**src/rtl/spi_axis_txn_seq.sv**
```systemverilog
// rtl/spi_axis_txn_seq.sv - write/skip/read transaction sequencer in front of a byte-stream SPI master
module spi_axis_txn_seq #(
    parameter int LEN_W        = 16,
    parameter int DRAIN_CYCLES = 8
) (
    input  logic             clk,
    input  logic             resn,
    input  logic             cmd_valid,
    output logic             cmd_ready,
    input  logic [LEN_W-1:0] cmd_wr_len,
    input  logic [7:0]       cmd_rd_skip,
    input  logic [LEN_W-1:0] cmd_rd_len,
    input  logic             abort,
    input  logic [7:0]       tx_tdata,
    input  logic             tx_tvalid,
    output logic             tx_tready,
    output logic [7:0]       rx_tdata,
    output logic             rx_tvalid,
    input  logic             rx_tready,
    output logic             rx_tlast,
    output logic [7:0]       if_s_axis_tdata,
    output logic             if_s_axis_tvalid,
    input  logic             if_s_axis_tready,
    input  logic [7:0]       if_m_axis_tdata,
    input  logic             if_m_axis_tvalid,
    output logic             if_m_axis_tready,
    output logic             if_enable,
    input  logic             if_csn,
    output logic             busy,
    output logic             done,
    output logic [7:0]       drop_cnt
);
    localparam int RD_W   = LEN_W + 1;
    localparam int IDLE_W = $clog2(DRAIN_CYCLES + 1);

    typedef enum logic [2:0] {S_IDLE, S_WRITE, S_READ, S_DRAIN, S_DONE} state_t;
    state_t state, state_nxt;

    logic [LEN_W-1:0]  wr_len;
    logic [LEN_W-1:0]  wr_cnt;
    logic [7:0]        rd_skip;
    logic [RD_W-1:0]   rd_need;
    logic [RD_W-1:0]   rd_total;
    logic [IDLE_W-1:0] idle_cnt;

    logic [RD_W-1:0] cmd_need;
    logic            cmd_hs;
    logic            in_skip;
    logic            m_rdy;
    logic            s_hs;
    logic            m_hs;
    logic            drop_hs;
    logic            rd_last;

    assign cmd_need = RD_W'(cmd_rd_len) + RD_W'(cmd_rd_skip);
    assign cmd_hs   = cmd_valid && (state == S_IDLE);
    assign in_skip  = rd_total < RD_W'(rd_skip);
    assign rd_last  = rd_total == rd_need - 1'b1;

    // Read-phase payload bytes are flow-controlled by the user; everything else is sunk freely.
    assign m_rdy = (state == S_READ && !in_skip) ? rx_tready
                 : (state == S_WRITE || state == S_READ || state == S_DRAIN);
    assign m_hs    = if_m_axis_tvalid && m_rdy;
    assign s_hs    = (state == S_WRITE) && tx_tvalid && if_s_axis_tready;
    assign drop_hs = m_hs && (state != S_READ || in_skip);

    assign if_m_axis_tready = m_rdy;
    assign if_s_axis_tdata  = tx_tdata;
    assign rx_tdata         = if_m_axis_tdata;

    always_ff @(posedge clk or negedge resn) begin
        if (!resn) begin
            state <= S_IDLE;
        end else begin
            state <= state_nxt;
        end
    end

    always_comb begin
        state_nxt        = state;
        cmd_ready        = 1'b0;
        busy             = 1'b1;
        done             = 1'b0;
        tx_tready        = 1'b0;
        if_s_axis_tvalid = 1'b0;
        rx_tvalid        = 1'b0;
        rx_tlast         = 1'b0;
        if_enable        = 1'b0;
        case (state)
            S_IDLE: begin
                busy      = 1'b0;
                cmd_ready = 1'b1;
                if (cmd_valid) begin
                    if (cmd_wr_len != '0)    state_nxt = S_WRITE;
                    else if (cmd_need != '0) state_nxt = S_READ;
                    else                     state_nxt = S_DRAIN;
                end
            end
            S_WRITE: begin
                if_s_axis_tvalid = tx_tvalid;
                tx_tready        = if_s_axis_tready;
                if (s_hs && wr_cnt == wr_len - 1'b1) begin
                    state_nxt = (rd_need != '0) ? S_READ : S_DRAIN;
                end
                if (abort) state_nxt = S_DRAIN;
            end
            S_READ: begin
                if_enable = rd_total < rd_need;
                rx_tvalid = !in_skip && if_m_axis_tvalid;
                rx_tlast  = rx_tvalid && rd_last;
                if (m_hs && rd_last) state_nxt = S_DRAIN;
                if (abort)           state_nxt = S_DRAIN;
            end
            S_DRAIN: begin
                if (if_csn && !m_hs && idle_cnt == IDLE_W'(DRAIN_CYCLES - 1)) begin
                    state_nxt = S_DONE;
                end
            end
            S_DONE: begin
                done      = 1'b1;
                state_nxt = S_IDLE;
            end
            default: state_nxt = S_IDLE;
        endcase
    end

    always_ff @(posedge clk or negedge resn) begin
        if (!resn) begin
            wr_len   <= '0;
            wr_cnt   <= '0;
            rd_skip  <= '0;
            rd_need  <= '0;
            rd_total <= '0;
            drop_cnt <= '0;
            idle_cnt <= '0;
        end else begin
            if (cmd_hs) begin
                wr_len   <= cmd_wr_len;
                rd_skip  <= cmd_rd_skip;
                rd_need  <= cmd_need;
                wr_cnt   <= '0;
                rd_total <= '0;
                drop_cnt <= '0;
            end else begin
                if (s_hs)                   wr_cnt   <= wr_cnt + 1'b1;
                if (state == S_READ && m_hs) rd_total <= rd_total + 1'b1;
                if (drop_hs && drop_cnt != 8'hFF) drop_cnt <= drop_cnt + 1'b1;
            end
            // Idle streak only counts quiet cycles with the link deselected.
            if (state != S_DRAIN || m_hs || !if_csn) idle_cnt <= '0;
            else                                      idle_cnt <= idle_cnt + 1'b1;
        end
    end
endmodule

```
**config.mk**
```make
export PLATFORM = sky130hd
export DESIGN_NAME = spi_axis_txn_seq
export DESIGN_NICKNAME = d
export VERILOG_FILES = /design/src/rtl/spi_axis_txn_seq.sv
export SDC_FILE = /design/constraint.sdc
export NUM_CORES = 1
export LEC_CHECK = 0
export ABC_AREA = 1
export CAP_MARGIN = 20
export CORE_ASPECT_RATIO = 1.1
export CORE_MARGIN = 2
export CORE_UTILIZATION = 61
export DETAILED_ROUTE_END_ITERATION = 7
export PLACE_DENSITY_LB_ADDON = 0.2
export SETUP_SLACK_MARGIN = 0.4
export SKIP_CTS_REPAIR_TIMING = 1
export SYNTH_ARGS = -nofsm -noshare
export SYNTH_HDL_FRONTEND = slang
export SYNTH_SLANG_ARGS = --single-unit
export TNS_END_PERCENT = 30
```
**constraint.sdc**
```tcl
create_clock -name clk -period 3.55 [get_ports clk]
set_clock_uncertainty 0.05 [all_clocks]
set_input_delay 0.5325 -clock clk [delete_from_list [all_inputs] [get_ports clk]]
set_output_delay 0.5325 -clock clk [all_outputs]
set_load 0.05 [all_outputs]
```
==> out/summary.md, run 1 <==
The cell sitting at the root of the clock tree is a sky130_fd_sc_hd__clkbuf_16. The run gives 0 as the warning count from the yosys run. The routed layout has 6721 vias. The overall die area was 12300 µm²; the number of routed nets with antenna violations was 0.

The number of remaining DRC errors was 0; the detailed-routing iteration count for the pre-antenna-repair pass was 7. The layout cell share with drive strength beyond 1 is 5.22%, and the required time of the critical path is 2.97 ns. The share of the yosys chip area belonging to registers is 31.9%.

The tools report the worst setup path startpoint as rd_need[0]. Ranked by total cell area, the synthesized netlist is headed by sky130_fd_sc_hd__dfrtp_1 32%, sky130_fd_sc_hd__nand2_1 17%, sky130_fd_sc_hd__inv_1 7.2%, sky130_fd_sc_hd__ha_1 7.0%, sky130_fd_sc_hd__nor2_1 6.1%. The pin count of the biggest net entering global routing is 55. For the number of global-route vias before repair, the log shows 6202. The number of nets in the layout was 1193. The number of nets handed over by synthesis was 1146. Buffer levels on the longest clock path: 2. The H-tree depth came out at 3. From synthesis to final layout, the design area changed by 14.1%.

The core region is 11300 µm². The aggregate negative setup slack is 0 ns. The time the final worst path needs with I/O delays and setup came out at 3.21 ns. The most instantiated library cell after synthesis is sky130_fd_sc_hd__nand2_1.

The total power per unit cell area was 660 nW/µm². TritonCTS built the clock tree. Max-cap violations in this run came to 0. The class of the most critical hold timing path is input port to asynchronous set/reset pin. Using the TritonRoute via totals, the vias-per-cell ratio works out to 5.41. Number of flip-flops and latches in the synthesized netlist: 89. The worst vdd rail ir drop was 0.438 mV. Setup repair after global routing could not meet its margin everywhere. Input and output buffers added on the ports amount to 65. The mapped cell area was 6990 µm²; the max-slew violation total from the final report was 0.

The first global-routing pass estimated 28900 µm of wire. Dividing the final minimum period by the clock period gives 90.5%. Synthesis produced a netlist whose cell count is 1041.

Sorting the synthesized cells by how often they occur yields 313 x sky130_fd_sc_hd__nand2_1, 134 x sky130_fd_sc_hd__inv_1, 114 x sky130_fd_sc_hd__nor2_1. The critical path capture point type is an output pin. Hold timing on the final database bottoms out at a slack of 0.0543 ns.

After detailed routing, the total wire length is 17000 µm. The top cell type by total area after synthesis is sky130_fd_sc_hd__dfrtp_1. Setup violations remaining at the end of the flow were counted as 0. STA classifies the critical path startpoint as a register. In the synthesized netlist the async set-or-reset flop fraction comes to 100%. Measured along the y axis, the die boundary spans 116 µm.

In this run, the number of DRC markers left after iteration 0 of detailed routing was 523. The final count of hold timing violations was 0; the all-layer global routing usage was 29.2%. The clock sink count came out at 89.

For this design the static power due to leakage is 4.04 nW. The HPWL after detailed placement was 13200 µm; the cell row count was 41. The logs give 61.6% for the initial core utilization and 9 for the number of clock buffers inserted by TritonCTS.

The slew of the pin with the lowest slew margin was 0.616 ns. Routability-driven placement finished with a final weighted congestion of 0.933. For this run, the top clock speed supported by timing is 0.311 GHz. The clock-pin slew on the worst setup and hold paths is 0.07 ns. A synthesized cell averages 6.71 µm². The number of synthesized flops with an enable pin came out at 0.

After detailed routing, the average wire length per cell comes to 13.7 µm. After synthesis, the largest area contributor takes up 31.9% of total cell area. Among all flip-flop cells after synthesis, the most frequent one is sky130_fd_sc_hd__dfrtp_1. Width of the die: 106 µm. For this design the top-level I/O count stands at 98.

Start of the worst register-to-register path: rd_total[7]. The worst pin sits at a relative slew slack of 58.6%. The number of antenna diodes in the final layout is 0. For the data arrival time at the worst-slack endpoint, the log shows 2.63 ns. The run finished with clean final reports. The initial antenna violation count is 0, and the total grt overflow is 0. The maximum fanout along the worst path was 3. The logs give 46 for the number of distinct library cell variants in the gate-level netlist after synthesis and 0.35 ns for the worst-skew pair later-pin latency. The type of the worst setup path is register to output pin.
cells in the final DEF (no fill, tap or decap), drive strengths merged, types with 21 or more instances in the layout:
cell / count
nand3: 71
nor2: 126
nand2: 316
xor2: 21
clkdlybuf4s50: 60
a21oi: 43
o21ai: 59
inv: 142
dfrtp: 89
ha: 39
per-stage QoR:
stage | setup WS, ns | util, % | total power, W | instances | instance area (µm²)
2_1_floorplan | 0.505 | - | 0.00362 | 1041 | 7010
3_3_place_gp | 0.418 | 67.7 | 0.00422 | 1227 | 7680
3_5_place_dp | 0.438 | 67.7 | 0.00429 | 1227 | 7680
4_1_cts | 0.0456 | 70.2 | 0.00525 | 1243 | 7960
5_1_grt | 0.0236 | 70.3 | 0.00571 | 1243 | 7970
6_report | 0.339 | 70.3 | 0.00526 | 1243 | 7970
where the power goes:
group	internal (W)	total (W)	switching, W
clock	0.000503	0.000941	0.000438
combinational	0.000931	0.00274	0.00181
sequential	0.00130	0.00157	0.000274
total	0.00274	0.00526	0.00252
critical path: stages, from the launching register on:
cell and delay, ns:
sky130_fd_sc_hd__dfrtp_1 0.40, sky130_fd_sc_hd__inv_1 0.11, sky130_fd_sc_hd__ha_1 0.18, sky130_fd_sc_hd__inv_1 0.06, sky130_fd_sc_hd__nor2_1 0.15, sky130_fd_sc_hd__inv_1 0.08, sky130_fd_sc_hd__nand3_1 0.11, sky130_fd_sc_hd__nand2_1 0.07
sky130_fd_sc_hd__nor3b_1 0.29, sky130_fd_sc_hd__nand3_1 0.12, sky130_fd_sc_hd__nor4_1 0.18, sky130_fd_sc_hd__nand2_1 0.15, sky130_fd_sc_hd__nor4_4 0.14, sky130_fd_sc_hd__buf_4 0.23
routing by layer:
metal	track usage [%]	vias to the layer above	routed length, µm
met4	9.47	0	366
li1	-	3432	-
met1	41.0	3055	7860
met5	0	-	0
met2	47.3	203	7800
met3	4.19	31	1000
area by class of cell:
cell class                 count  area [µm²]
clock inverter                 6        47.5
inverter                     140         526
tap                          150         188
clock buffer                  10         239
fill                        1016        3370
sequential                    89        2230
multi-input combinational    777        4030
timing repair buffer          71         711
state kept, by name (all words and copies together), names as in the netlist:
register	flops
rd_need	17
drop_cnt	8
state	3
rd_skip	8
wr_len	16
rd_total	17
wr_cnt	16
idle_cnt	4
worst paths after layout:
kind,endpoint,slack [ns],cells after the start
min,idle_cnt[1],0.05,1
min reg2reg,idle_cnt[0],0.41,1
max,rx_tlast,0.34,13
min in group clk,idle_cnt[0],0.41,1
max in group asynchronous,rd_need[4],2.63,2
max reg2reg,rd_total[10],0.78,15
cell families (layout without fill, tap and decap cells):
kind of cell / after synthesis / count (layout) / share of synthesized area (%)
AND/OR/NAND/NOR: 581 / 581 / 36.4
buffers and inverters: 175 / 227 / 10.7
AO/OA/AOI/OAI: 121 / 121 / 9.38
flip-flops: 89 / 89 / 31.9
adder cells (fa/ha/maj): 40 / 40 / 7.27
XOR/XNOR: 35 / 35 / 4.39
(Power assumes the default switching activity.)
==> inputs of run 2 (changes only) <==
--- a/config.mk
+++ b/config.mk
@@ -9,8 +9,10 @@
 export CAP_MARGIN = 20
 export CORE_ASPECT_RATIO = 1.1
 export CORE_MARGIN = 2
-export CORE_UTILIZATION = 61
+export CORE_UTILIZATION = 62
+export CTS_BUF_LIST = sky130_fd_sc_hd__clkbuf_4
 export DETAILED_ROUTE_END_ITERATION = 7
+export GPL_TIMING_DRIVEN = 0
 export PLACE_DENSITY_LB_ADDON = 0.2
 export SETUP_SLACK_MARGIN = 0.4
 export SKIP_CTS_REPAIR_TIMING = 1
==> out/summary.md, run 2 (synthesis gave the netlist of run 1 again) <==
The run finished, with violations left. The number of buffers added on ports is 81 (+25%). The final period utilization was 88.9% (-1.6 points); the width of the die was 105 µm (-0.78%). For the first-pass GRT wire length, the log shows 29500 µm (+2.2%). The final reports fail on negative hold slack. For the clock sink count, the log shows 89 (unchanged). The number of routed nets with antenna violations came out at 0 (unchanged). Setup repair after global routing could not meet its margin everywhere. The max-slew violation total from the final report is 0 (unchanged). The root buffer cell chosen for the clock tree is sky130_fd_sc_hd__clkbuf_4. The logs give 17800 µm (+4.6%) for the total wire length and 0.591 mV (+35%) for the worst vdd rail ir drop.

Slew of the pin with the lowest slew margin: 0.711 ns (+0.0952 ns). The area of the placeable core came out at 11000 µm² (-3.3%). STA classifies the critical path startpoint as a register. The average routed wire per standard cell was 13.8 µm (+0.45%); the detailed-route vias per instance was 5.37 (-0.64%). The overall die area was 12100 µm² (-1.6%); the relative slew slack was 52.6% (-6.0 points).

The tools report the number of global-route vias before repair as 6333 (+2.1%). The run gives 4.16 nW (+3.1%) as the cell leakage power. The layout cell share with drive strength beyond 1 was 9.68% (+4.5 points). The detailed-routing iteration count for the pre-antenna-repair pass was 6 (-1); the final critical-path setup slack was 0.395 ns (+0.0564 ns). The critical path in this run is classified as register to output pin. The required time of the critical path is 2.97 ns (about the same), and the clock-pin slew on the worst setup and hold paths is 0.14 ns (+0.07 ns). The routability congestion estimate was 0.921 (-1.3%). The initial antenna violation count came out at 0 (unchanged). The buffer levels on the longest clock path is 2 (unchanged).

The run gives 6 (+6) as the final count of hold timing violations. Number of clock buffers inserted by TritonCTS: 9 (unchanged). Worst-skew pair later-pin latency: 0.46 ns (+0.11 ns). The tools report the worst slack at placement as 0.178 ns (-0.261 ns).

TritonCTS built the clock tree. The final setup violation count is 0 (unchanged). The signed area change from the synthesized netlist to the final layout is 18.3%, and the pin count of the biggest net entering global routing is 48 (-13%).

The all-layer global routing usage was 30.3% (+1.0 points). The aggregate negative setup slack was 0 ns (unchanged). The class of the most critical hold timing path was input port to asynchronous set/reset pin. In the layout the commonest cells are 312 x sky130_fd_sc_hd__nand2_1, 132 x sky130_fd_sc_hd__inv_1, 110 x sky130_fd_sc_hd__nor2_1. The HPWL after detailed placement is 14000 µm (+6.4%), and the number of top-level pins is 98 (unchanged). The run gives 3 (unchanged) as the H-tree depth. The maximum fanout along the worst path was 5 (+2). For the hold slack, the log shows -0.00933 ns (-0.0636 ns). The total grt overflow is 0 (unchanged), and the initial core utilization is 63.8% (+2.1 points). Most common cell after layout, fill and taps aside: sky130_fd_sc_hd__nand2_1.

The run gives 0 (unchanged) as the number of remaining DRC errors. The maximum clock frequency is 0.317 GHz (+1.8%), and the time the final worst path needs with I/O delays and setup is 3.15 ns (-0.0564 ns). The data arrival time at the worst-slack endpoint is 2.57 ns (-0.06 ns), and the total power consumption of the routed design is 0.00502 W (-4.5%).

The antenna diode instance count was 0 (unchanged); the total power per unit cell area was 607 nW/µm² (-8.0%). In the final layout, the registers with the most flip-flops are rd_need: 17 flops, rd_total: 17 flops. The tools report the count of max-cap constraint violations as 0 (unchanged).

The run gives 6952 (+3.4%) as the via total after detailed routing. Height of the die: 115 µm (-0.78%). The critical path capture point type is an output pin. Cell row count: 40 (-2.4%).

The number of nets in the layout came out at 1247 (+4.5%). The tools report the count of routing violations after the opening detailed-route iteration as 447 (-15%).
[run 2: cell types whose count changed in the layout (fill, tap and decap cells not counted), sizes merged]
cell,before,now
buf,8,39
clkbuf,10,19
clkinvlp,0,2
inv,142,141
dlymetal6s2s,3,1
clkdlybuf4s50,60,76
clkinv,4,3
[run 2: critical path, cell delays in order, from the launching register on]
cell and delay, ns:
sky130_fd_sc_hd__dfrtp_1 0.44, sky130_fd_sc_hd__buf_4 0.16, sky130_fd_sc_hd__nor2_1 0.12, sky130_fd_sc_hd__nand2_1 0.15, sky130_fd_sc_hd__nor2_1 0.22, sky130_fd_sc_hd__nand3_1 0.14, sky130_fd_sc_hd__xor2_1 0.25, sky130_fd_sc_hd__nand2_1 0.08
sky130_fd_sc_hd__nor2_1 0.09, sky130_fd_sc_hd__nand2_1 0.11, sky130_fd_sc_hd__nor4_4 0.16, sky130_fd_sc_hd__buf_6 0.19
[run 2: power breakdown]
group          leakage, nW  internal, W  switching [W]
Clock               0.0632     0.000155       0.000374
Sequential            1.16      0.00130       0.000297
Combinational         2.95     0.000997        0.00190
Total                 4.16      0.00245        0.00257
[run 2: metal layers]
| layer | global-route usage, % | vias up | part of all wire (%) |
|---|---|---|---|
| met3 | 3.97 | 35 | 5.7 |
| met5 | 0 | - | 0 |
| li1 | - | 3532 | - |
| met1 | 41.0 | 3172 | 46 |
| met4 | 10.7 | 0 | 2.4 |
| met2 | 50.3 | 213 | 46 |
[run 2: cell type report]
cell class	instances	area, µm²
repair buffers	90	892
fillers	884	2690
multi-input cells	777	4090
well taps	147	184
clock buffers	10	75.1
flip-flops and latches	89	2240
plain buffers	35	221
inverters	140	526
clock inverters	6	42.5
[run 2: final timing paths]
path | start | end | slack (ns) | cells after the start
max reg2reg | rd_total[7] | rd_total[2] | 0.99 | 15
max in group asynchronous | resn | rd_total[3] | 2.81 | 2
min reg2reg | idle_cnt[0] | idle_cnt[0] | 0.43 | 1
min | resn | rd_need[14] | -0.009 | 1
min in group clk | idle_cnt[0] | idle_cnt[0] | 0.43 | 1
max | rd_need[2] | rx_tlast | 0.40 | 11
[run 2: per-stage QoR]
stage,util [%],std cells,instance area [µm²],hold slack [ns]
2_1_floorplan,-,1041,7010,0.187
3_3_place_gp,73.0,1269,8000,0.405
3_5_place_dp,73.2,1270,8030,0.422
4_1_cts,74.3,1286,8140,0.0112
5_1_grt,75.4,1294,8270,0.0282
6_report,75.4,1294,8270,-0.00933
==> inputs of run 3 (changes only) <==
--- a/config.mk
+++ b/config.mk
@@ -13,6 +13,7 @@
 export CTS_BUF_LIST = sky130_fd_sc_hd__clkbuf_4
 export DETAILED_ROUTE_END_ITERATION = 7
 export GPL_TIMING_DRIVEN = 0
+export MAX_ROUTING_LAYER = met4
 export PLACE_DENSITY_LB_ADDON = 0.2
 export SETUP_SLACK_MARGIN = 0.4
 export SKIP_CTS_REPAIR_TIMING = 1
==> out/summary.md, run 3 (synthesis gave the netlist of run 1 again) <==
The number of global-route vias before repair was 6273 (-0.95%). Final period utilization: 92.3% (+3.5 points). The worst-skew pair later-pin latency is 0.49 ns (+0.03 ns), and the routability congestion estimate is 0.924 (+0.35%). Required time of the critical path: 2.97 ns (about the same). The pin count of the biggest net entering global routing was 49 (+2.1%); the height of the die was 115 µm (unchanged). The signed area change from the synthesized netlist to the final layout came out at 19.3%. The logs give 0 ns (unchanged) for the aggregate negative setup slack and 4.19 nW (+0.62%) for the cell leakage power.

The slew of the pin with the lowest slew margin was 0.718 ns (+0.00768 ns). The antenna diode instance count is 0 (unchanged), and the maximum fanout along the worst path is 4 (-1). The total power per unit cell area works out to 619 nW/µm² (+2.0%). The tools report the instance count after placement with tap cells included as 1270 (unchanged).

Type of the worst setup path: register to output pin. Critical path capture point type: an output pin. The flow ran to the end, and the final reports show no timing, DRC or antenna violations. The detailed-route vias per instance came out at 5.40 (+0.49%). Initial antenna violation count: 0 (unchanged). The H-tree depth is 3 (unchanged). Most common cell after layout, fill and taps aside: sky130_fd_sc_hd__nand2_1. The run gives 6986 (+0.49%) as the via total after detailed routing. The number of routed nets with antenna violations was 0 (unchanged). The hold slack came out at 0.421 ns (+0.430 ns). The clock-pin slew on the worst setup and hold paths works out to 0.18 ns (+0.04 ns). The data arrival time at the worst-slack endpoint is 2.70 ns (+0.13 ns).

The logs give 0.305 GHz (-3.8%) for the maximum clock frequency and 0 (unchanged) for the max-slew violation total from the final report. The top cell types in the final layout, fill and taps aside, are 312 x sky130_fd_sc_hd__nand2_1, 131 x sky130_fd_sc_hd__inv_1, 111 x sky130_fd_sc_hd__nor2_1. The count of non-filler cells in the finished layout is 1294 (unchanged). Clock tree synthesis selected as its root buffer the cell sky130_fd_sc_hd__clkbuf_4.

The run gives 0 (-6) as the final count of hold timing violations. The worst hold path belongs to the class register to register. The worst vdd rail ir drop is 0.401 mV (-32%), and the overall die area is 12100 µm² (unchanged).

The worst setup path is launched from a register. The run gives 0.00516 W (+2.9%) as the total power consumption of the routed design. Number of top-level pins: 98 (unchanged). The first-pass GRT wire length was 29600 µm (+0.16%); the clock sink count was 89 (unchanged). Width of the die: 105 µm (unchanged).

The largest registers in the layout are rd_need: 17 flops, rd_total: 17 flops. For the HPWL after detailed placement, the log shows 14000 µm (+0.22%). Setup repair after global routing could not meet its margin everywhere. The number of remaining DRC errors came out at 0 (unchanged). TritonCTS built the clock tree.

The average routed wire per standard cell works out to 14.1 µm (+2.2%). For the number of nets in the layout, the log shows 1247 (unchanged). The logs give 2 (unchanged) for the buffer levels on the longest clock path and 9 (unchanged) for the number of clock buffers inserted by TritonCTS. The initial core utilization was 63.8% (unchanged). The detailed-routing iteration count for the pre-antenna-repair pass is 6 (unchanged).

The count of max-cap constraint violations was 0 (unchanged); the relative slew slack was 51.7% (-0.88 points). The logs give 18200 µm (+2.2%) for the total wire length and 8340 µm² (+0.88%) for the final non-filler cell area. For the count of routing violations after the opening detailed-route iteration, the log shows 538 (+20%). The run gives 11000 µm² (unchanged) as the area of the placeable core. The all-layer global routing usage was 31.4% (+1.1 points). The time the final worst path needs with I/O delays and setup was 3.28 ns (+0.123 ns); the final setup violation count was 0 (unchanged). The post-detailed-placement cell area was 8030 µm² (unchanged).

The total grt overflow is 0 (unchanged). The number of buffers added on ports is 81 (unchanged), and the cell row count is 40 (unchanged). Layout cell share with drive strength beyond 1: 9.59% (-0.087 points).
==> run 3: routing by layer <==
metal | up-vias | wire length (µm) | global-route usage [%] | part of all wire, %
met4 | 0 | 361 | 7.73 | 2.0
li1 | 3528 | - | - | -
met1 | 3176 | 8260 | 42.5 | 45
met5 | - | 0 | - | 0
met3 | 37 | 1150 | 4.82 | 6.3
met2 | 245 | 8430 | 49.9 | 46
==> run 3: critical path: stages (launching register included) <==
cell,delay (ns)
sky130_fd_sc_hd__dfrtp_1,0.53
sky130_fd_sc_hd__inv_1,0.11
sky130_fd_sc_hd__ha_1,0.32
sky130_fd_sc_hd__nand2_1,0.06
sky130_fd_sc_hd__nor2_1,0.04
sky130_fd_sc_hd__nor4_1,0.35
sky130_fd_sc_hd__o21a_1,0.23
sky130_fd_sc_hd__o21ai_0,0.11
sky130_fd_sc_hd__a211oi_1,0.21
sky130_fd_sc_hd__clkbuf_4,0.27
==> run 3: power breakdown <==
group	internal, W	switching, W
clock	0.000162	0.000425
sequential	0.00130	0.000311
combinational	0.00104	0.00193
total	0.00249	0.00267
==> run 3: area by class of cell <==
type	instances	area [µm²]
Clock buffer	9	67.6
Fill cell	860	2620
Sequential cell	89	2230
Buffer	35	221
Inverter	140	526
Timing Repair Buffer	90	902
Multi-Input combinational cell	777	4140
Clock inverter	7	70.1
Tap cell	147	184
==> run 3: per-stage QoR <==
step | util, % | setup slack, ns
finish | 76.1 | 0.272
global route | 76.1 | 0.134
CTS | 74.5 | -0.379
detailed placement | 73.2 | 0.172
global placement | 73.0 | -1.37
floorplan | - | 0.505
==> run 3: path summary, 6_finish.rpt <==
check | slack, ns | startpoint | endpoint | cells after the start
worst max-delay path | 0.27 | rd_need[3] | if_enable | 9
worst min-delay path | 0.42 | idle_cnt[0] | idle_cnt[0] | 1
worst max register to register | 1.01 | rd_total[7] | rd_total[14] | 16
worst min register to register | 0.42 | idle_cnt[0] | idle_cnt[0] | 1
max in group asynchronous | 2.30 | resn | rd_total[0] | 3
min in group asynchronous | 0.51 | resn | rd_need[12] | 2
